`src/rtl/mem_refill_arbiter.sv`:
```
// mem_refill_arbiter: shares one line-wide backing-memory port between the
// I-cache and D-cache refill controllers.
//
// Each cache issues one-cycle line requests. A request is latched in a
// per-port pending slot (or bypassed straight to grant when idle), one
// requester is granted at a time, the grant is forwarded to memory as a
// one-cycle mem_req pulse, and the single memory response is routed back
// to the owner as a one-cycle rvalid pulse.
//
// Ports:
//   clk, rstn                       clock, async active-low reset
//   i_req/i_addr                    I-cache line read request
//   i_rvalid/i_rdata                I-cache refill response
//   d_req/d_we/d_addr/d_wdata       D-cache line read or write-back request
//   d_rvalid/d_rdata                D-cache response (write ack has rdata=0)
//   mem_req/mem_we/mem_addr/mem_wdata   request to memory (addr line-aligned)
//   mem_rvalid/mem_rdata            memory response
//   busy                            high while a memory access is in flight
//   err_overrun                     sticky: request dropped, port already busy
//
// Optional feature macro: MEM_ARB_RR_EN
//   defined   -> round-robin on contention (grant the port not granted last)
//   undefined -> fixed priority, D wins over I on contention

module mem_refill_arbiter #(
    parameter int unsigned ADDR_WIDTH = 32,
    parameter int unsigned LINE_BYTES = 16
) (
    input  logic                    clk,
    input  logic                    rstn,
    input  logic                    i_req,
    input  logic [ADDR_WIDTH-1:0]   i_addr,
    output logic                    i_rvalid,
    output logic [LINE_BYTES*8-1:0] i_rdata,
    input  logic                    d_req,
    input  logic                    d_we,
    input  logic [ADDR_WIDTH-1:0]   d_addr,
    input  logic [LINE_BYTES*8-1:0] d_wdata,
    output logic                    d_rvalid,
    output logic [LINE_BYTES*8-1:0] d_rdata,
    output logic                    mem_req,
    output logic                    mem_we,
    output logic [ADDR_WIDTH-1:0]   mem_addr,
    output logic [LINE_BYTES*8-1:0] mem_wdata,
    input  logic                    mem_rvalid,
    input  logic [LINE_BYTES*8-1:0] mem_rdata,
    output logic                    busy,
    output logic                    err_overrun
);

    localparam int unsigned LINE_W = LINE_BYTES * 8;
    localparam logic [ADDR_WIDTH-1:0] ALIGN_MASK = ~ADDR_WIDTH'(LINE_BYTES - 1);

    typedef enum logic { S_IDLE, S_WAIT } state_e;
    typedef enum logic { PORT_I, PORT_D } port_e;

    state_e                  state_q,     state_d;
    port_e                   owner_q,     owner_d;
    port_e                   last_q,      last_d;

    logic                    i_vld_q,     i_vld_d;
    logic [ADDR_WIDTH-1:0]   i_addr_q,    i_addr_d;
    logic                    d_vld_q,     d_vld_d;
    logic                    d_we_q,      d_we_d;
    logic [ADDR_WIDTH-1:0]   d_addr_q,    d_addr_d;
    logic [LINE_W-1:0]       d_wdata_q,   d_wdata_d;

    logic                    i_rvalid_q,  i_rvalid_d;
    logic [LINE_W-1:0]       i_rdata_q,   i_rdata_d;
    logic                    d_rvalid_q,  d_rvalid_d;
    logic [LINE_W-1:0]       d_rdata_q,   d_rdata_d;
    logic                    mem_req_q,   mem_req_d;
    logic                    mem_we_q,    mem_we_d;
    logic [ADDR_WIDTH-1:0]   mem_addr_q,  mem_addr_d;
    logic [LINE_W-1:0]       mem_wdata_q, mem_wdata_d;
    logic                    busy_q,      busy_d;
    logic                    err_q,       err_d;

    // Request acceptance, candidate selection and arbitration
    logic                    i_ovr, d_ovr, i_acc, d_acc, cand_i, cand_d, pick_d;
    logic [ADDR_WIDTH-1:0]   i_cand_addr, d_cand_addr;
    logic                    d_cand_we;
    logic [LINE_W-1:0]       d_cand_wdata;

    always_comb begin
        // A port is overrun if its slot is full or it owns the in-flight access
        i_ovr = i_req & (i_vld_q | ((state_q == S_WAIT) & (owner_q == PORT_I)));
        d_ovr = d_req & (d_vld_q | ((state_q == S_WAIT) & (owner_q == PORT_D)));
        i_acc = i_req & ~i_ovr;
        d_acc = d_req & ~d_ovr;

        // Candidates: pending slot, or this cycle's request bypassing the slot
        cand_i       = i_vld_q | i_acc;
        cand_d       = d_vld_q | d_acc;
        i_cand_addr  = i_vld_q ? i_addr_q  : i_addr;
        d_cand_addr  = d_vld_q ? d_addr_q  : d_addr;
        d_cand_we    = d_vld_q ? d_we_q    : d_we;
        d_cand_wdata = d_vld_q ? d_wdata_q : d_wdata;

`ifdef MEM_ARB_RR_EN
        pick_d = cand_d & (~cand_i | (last_q == PORT_I));
`else
        pick_d = cand_d;
`endif
    end

    // Next-state and registered-output logic
    always_comb begin
        state_d     = state_q;
        owner_d     = owner_q;
        last_d      = last_q;
        i_vld_d     = i_vld_q;
        i_addr_d    = i_addr_q;
        d_vld_d     = d_vld_q;
        d_we_d      = d_we_q;
        d_addr_d    = d_addr_q;
        d_wdata_d   = d_wdata_q;
        i_rvalid_d  = 1'b0;
        i_rdata_d   = i_rdata_q;
        d_rvalid_d  = 1'b0;
        d_rdata_d   = d_rdata_q;
        mem_req_d   = 1'b0;
        mem_we_d    = mem_we_q;
        mem_addr_d  = mem_addr_q;
        mem_wdata_d = mem_wdata_q;
        err_d       = err_q | i_ovr | d_ovr;

        if (i_acc) begin
            i_vld_d  = 1'b1;
            i_addr_d = i_addr;
        end
        if (d_acc) begin
            d_vld_d   = 1'b1;
            d_we_d    = d_we;
            d_addr_d  = d_addr;
            d_wdata_d = d_wdata;
        end

        case (state_q)
            S_IDLE: begin
                // mem_rvalid is deliberately ignored here
                if (cand_i | cand_d) begin
                    mem_req_d = 1'b1;
                    state_d   = S_WAIT;
                    if (pick_d) begin
                        owner_d     = PORT_D;
                        mem_we_d    = d_cand_we;
                        mem_addr_d  = d_cand_addr & ALIGN_MASK;
                        mem_wdata_d = d_cand_wdata;
                        d_vld_d     = 1'b0;
                    end else begin
                        owner_d     = PORT_I;
                        mem_we_d    = 1'b0;
                        mem_addr_d  = i_cand_addr & ALIGN_MASK;
                        mem_wdata_d = '0;
                        i_vld_d     = 1'b0;
                    end
                end
            end
            S_WAIT: begin
                if (mem_rvalid) begin
                    state_d = S_IDLE;
                    last_d  = owner_q;
                    if (owner_q == PORT_D) begin
                        d_rvalid_d = 1'b1;
                        d_rdata_d  = mem_we_q ? '0 : mem_rdata;
                    end else begin
                        i_rvalid_d = 1'b1;
                        i_rdata_d  = mem_rdata;
                    end
                end
            end
            default: state_d = S_IDLE;
        endcase

        busy_d = (state_d == S_WAIT);
    end

    // State and output registers
    always_ff @(posedge clk or negedge rstn) begin
        if (!rstn) begin
            state_q     <= S_IDLE;
            owner_q     <= PORT_I;
            last_q      <= PORT_I;
            i_vld_q     <= 1'b0;
            i_addr_q    <= '0;
            d_vld_q     <= 1'b0;
            d_we_q      <= 1'b0;
            d_addr_q    <= '0;
            d_wdata_q   <= '0;
            i_rvalid_q  <= 1'b0;
            i_rdata_q   <= '0;
            d_rvalid_q  <= 1'b0;
            d_rdata_q   <= '0;
            mem_req_q   <= 1'b0;
            mem_we_q    <= 1'b0;
            mem_addr_q  <= '0;
            mem_wdata_q <= '0;
            busy_q      <= 1'b0;
            err_q       <= 1'b0;
        end else begin
            state_q     <= state_d;
            owner_q     <= owner_d;
            last_q      <= last_d;
            i_vld_q     <= i_vld_d;
            i_addr_q    <= i_addr_d;
            d_vld_q     <= d_vld_d;
            d_we_q      <= d_we_d;
            d_addr_q    <= d_addr_d;
            d_wdata_q   <= d_wdata_d;
            i_rvalid_q  <= i_rvalid_d;
            i_rdata_q   <= i_rdata_d;
            d_rvalid_q  <= d_rvalid_d;
            d_rdata_q   <= d_rdata_d;
            mem_req_q   <= mem_req_d;
            mem_we_q    <= mem_we_d;
            mem_addr_q  <= mem_addr_d;
            mem_wdata_q <= mem_wdata_d;
            busy_q      <= busy_d;
            err_q       <= err_d;
        end
    end

    assign i_rvalid    = i_rvalid_q;
    assign i_rdata     = i_rdata_q;
    assign d_rvalid    = d_rvalid_q;
    assign d_rdata     = d_rdata_q;
    assign mem_req     = mem_req_q;
    assign mem_we      = mem_we_q;
    assign mem_addr    = mem_addr_q;
    assign mem_wdata   = mem_wdata_q;
    assign busy        = busy_q;
    assign err_overrun = err_q;

endmodule

```
`config.mk`:
```
export PLATFORM = sky130hd
export DESIGN_NAME = mem_refill_arbiter
export DESIGN_NICKNAME = d
export VERILOG_FILES = /design/src/rtl/mem_refill_arbiter.sv
export SDC_FILE = /design/constraint.sdc
export NUM_CORES = 1
export LEC_CHECK = 0
export CELL_PAD_IN_SITES_DETAIL_PLACEMENT = 1
export CELL_PAD_IN_SITES_GLOBAL_PLACEMENT = 1
export CORE_AREA = 4 4 286 288
export CTS_BUF_LIST = sky130_fd_sc_hd__clkbuf_8
export CTS_CLUSTER_SIZE = 25
export DETAILED_ROUTE_END_ITERATION = 10
export DIE_AREA = 0 0 290 292
export PLACE_DENSITY_LB_ADDON = 0.05
export REMOVE_ABC_BUFFERS = 1
export SLEW_MARGIN = 0
export SYNTH_ARGS = -nofsm -noshare
export SYNTH_HDL_FRONTEND = slang
export SYNTH_SLANG_ARGS = --single-unit
```
`constraint.sdc`:
```
create_clock -name clk -period 2.05 [get_ports clk]
set_input_delay 0.41 -clock clk [delete_from_list [all_inputs] [get_ports clk]]
set_output_delay 0.41 -clock clk [all_outputs]
set_load 0.005 [all_outputs]
```
==> impl_results.md <==
- Yosys cell types: 30
- Post-route setup TNS: 0 ns
- Final ANT Viol Nets: 0
- CP required: 1.64 ns
- Non-filler cells, final: 3954
- Final Skew: 0.0303 ns
- Final setup viols: 0
- Worst slew margin: 0.567
- Top Family by Delay on Critical Path: buffers and inverters
- Mapped Area: 25000 um2
- Initial Utilization: 0.317
- Crit-path cells: clkdlybuf4s50_1
- DRT Wirelength: 98900 um
- Drt first pass iters: 5
- WP data arrival: 1.56 ns
- Crit path kind: reg2out
- Total GRT Usage: 0.225
- Combinational share of power: 0.417
- Final hold violations: 0
- Hold_ws: 0.204 ns
- Clock network fraction of design power: 0.211
- Flop pwr share: 0.372
- Status: finished clean
- Psw: 19.5 mW
- WL/cell: 25.0 um
- Power Internal: 35.4 mW
- Fin. max-slew vios: 0
- Core Util, Final: 0.458
- Nets: 3127
- Root Driver: clkbuf_8
- R2r startpoint: busy
- DRT iter0 DRCs: 908
- DR vias: 19900
- Reg2Reg Depth: 7
- # clock sinks: 606
- Share of cells above drive strength 1: 0.190
- Worst-path clk slew: 0.06 ns
- Worst setup SP type: flop
- Clk_lat worst skew: 0.70 ns
- Slowest cell on the critical path: clkdlybuf4s50_1
- Pin count of the biggest net entering global routing: 130
- CP bufs+invs: 1
- Depth of the CTS H-tree: 3
- Row count: 103
- Synthesized area per cell: 12.2 um2
- IO Count: 748
- Placed cells: 3732
- CTS Buffer Depth: 3
- Period utilization: 0.963
- I/O Buffers: 735
- CP endpoint kind: output port
- Pwr dens: 1520 nW/um2
- Core region area: 78900 um2
- First-pass GRT wire length: 146000 um
- Register area share after synthesis: 0.606
- Synth warnings: 0
- Gate Count Post-Synth: 2051
- Crit path from: i_rdata[11]
- Width of the die: 290 um
- GPL Wtd Cong: 0.796
- Worst IR Drop VDD: 0.873 mV
- Synth Register Bits: 606
- Crit Reg-Reg Endpoint: d_wdata_q[70]
- Static leakage: 16.5 nW
- Crit path time final: 1.97 ns
- # Max-Cap Violations: 0
- Setup crit end: i_rdata[11]
- Hold Crit Class: in2async
- Post-DP HPWL: 70100 um
- Clock buffer count from CTS: 112
- Post-route DRC: 0
- Die Y: 292 um
- R2r setup slk: 0.08 ns
- Vias in the first global route: 21500
- Least-Margin Pin Slew: 0.649 ns
- Stages on the worst setup path: 1
- Slowest stage delay, CP: 0.51 ns
- CTS tree: yes
- Initial antenna violation count: 23
- Worst Path Max Fanout: 2
- Total gr overflow: 0
- Net Sw Frac: 0.356
- Syn-to-layout area delta: 44.3%
- Peak Freq: 507 MHz
- Die footprint: 84700 um2
- Via-to-Cell Ratio: 5.03
metrics by stage:
stage | power (mW) | worst slack (ns) | area (um2)
6_report | 54.9 | 0.0768 | 36100
5_1_grt | 58.5 | -0.0000564 | 36100
4_1_cts | 55.9 | -0.0754 | 36000
3_5_place_dp | 46.1 | -0.0619 | 34200
3_3_place_gp | 45.3 | -0.0237 | 34200
2_1_floorplan | 30.3 | -8.95 | 24200
metal layers:
layer	vias up	part of all wire	track usage	routed length [um]
met5	-	0.0012	0	121
met4	18	0.026	0.0744	2580
met3	153	0.054	0.0532	5370
met2	542	0.53	0.409	52600
met1	10200	0.39	0.261	38200
li1	8948	-	-	-
worst register-to-register path, delay by kind of cell, from the launching register on:
family | cells | cell delay [ns]
buffers and inverters | 4 | 0.75
AND/OR/NAND/NOR | 1 | 0.08
multiplexers | 1 | 0.30
flip-flops | 1 | 0.50
AO/OA/AOI/OAI | 1 | 0.24
cells by family after synthesis:
kind of cell           count (synthesis)  synth area share
multiplexers                         313             0.139
buffers and inverters                201            0.0339
other                                  1          0.000150
AND/OR/NAND/NOR                      323            0.0667
flip-flops                           606             0.606
AO/OA/AOI/OAI                        607             0.154
cells in the mapped netlist:
library cell / number / share of area
nand2b_1: 129 / 0.032
dfrtp_1: 606 / 0.61
nor2_1: 3 / 0.00045
a21o_1: 28 / 0.0084
nand3b_1: 1 / 0.00030
nor2b_1: 1 / 0.00025
nand2_1: 130 / 0.020
buf_1: 5 / 0.00075
inv_2: 1 / 0.00015
o211ai_1: 1 / 0.00030
conb_1: 1 / 0.00015
nor4_4: 1 / 0.00085
a211o_1: 28 / 0.0098
a21boi_0: 1 / 0.00030
a21oi_2: 1 / 0.00035
inv_1: 4 / 0.00060
mux2_2: 285 / 0.13
clkbuf_1: 142 / 0.021
buf_2: 41 / 0.0082
buf_4: 5 / 0.0015
or2_1: 1 / 0.00025
mux2i_1: 28 / 0.011
o21ai_0: 390 / 0.078
a32oi_1: 129 / 0.045
and3_1: 28 / 0.0070
buf_6: 3 / 0.0014
a22oi_1: 1 / 0.00030
o32a_1: 28 / 0.011
nor3_1: 28 / 0.0056
nand3_1: 1 / 0.00020
area by class of cell:
type	count	area, um2
Fill cell	8434	42800
Sequential cell	606	15200
Multi-Input combinational cell	1247	9060
Timing Repair Buffer	829	8230
Clock buffer	145	2000
Tap cell	1050	1310
Clock inverter	58	277
Antenna cell	14	35.0
Inverter	5	18.8
power groups by stage:
stage / logic [mW] / registers [mW] / clock network (mW)
after floorplan: 9.21 / 21.1 / 0
after global placement: 24.9 / 20.4 / 0
after detailed placement: 25.4 / 20.8 / 0
after CTS: 23.4 / 20.4 / 12.1
after global routing: 24.8 / 21.0 / 12.7
final: 22.9 / 20.4 / 11.6
cell usage in the layout (no fill, tap or decap), types with 46 or more instances in the layout:
master / instances
dfrtp_1: 602
mux2_2: 285
inv_1: 52
buf_12: 48
clkdlybuf4s50_1: 370
clkbuf_8: 145
dlygate4sd2_1: 357
a32oi_1: 129
nand2_1: 128
buf_4: 46
o21ai_0: 390
nand2b_1: 129
how the worst min path moves through the flow:
stage | startpoint | end | cells after the start
after CTS | d_req | mem_wdata[76] | 3
after floorplan | rstn | busy | 0
after global placement | rstn | mem_wdata[99] | 1
after detailed placement | rstn | mem_wdata[99] | 1
final | rstn | mem_wdata[99] | 2
after global routing | rstn | mem_wdata[63] | 2
state kept, by name, indices dropped and copies added, names as in the netlist, 28 cells and up:
register / flops
i_rdata: 128
i_addr_q: 28
d_wdata_q: 128
mem_wdata: 128
d_addr_q: 28
mem_addr: 28
d_rdata: 128
what timing repair did:
item / 4_1_cts / 5_1_grt
setup buffers: 3 / 1
resized for setup: 360 / 7
hold buffers: 1 / 0
gates cloned: 0 / 0
endpoints found under the setup margin: 359 / 13
endpoints found under the hold margin: 219 / 0
pin swaps: 0 / 1
Note: power is estimated with default switching activity, not from simulation.
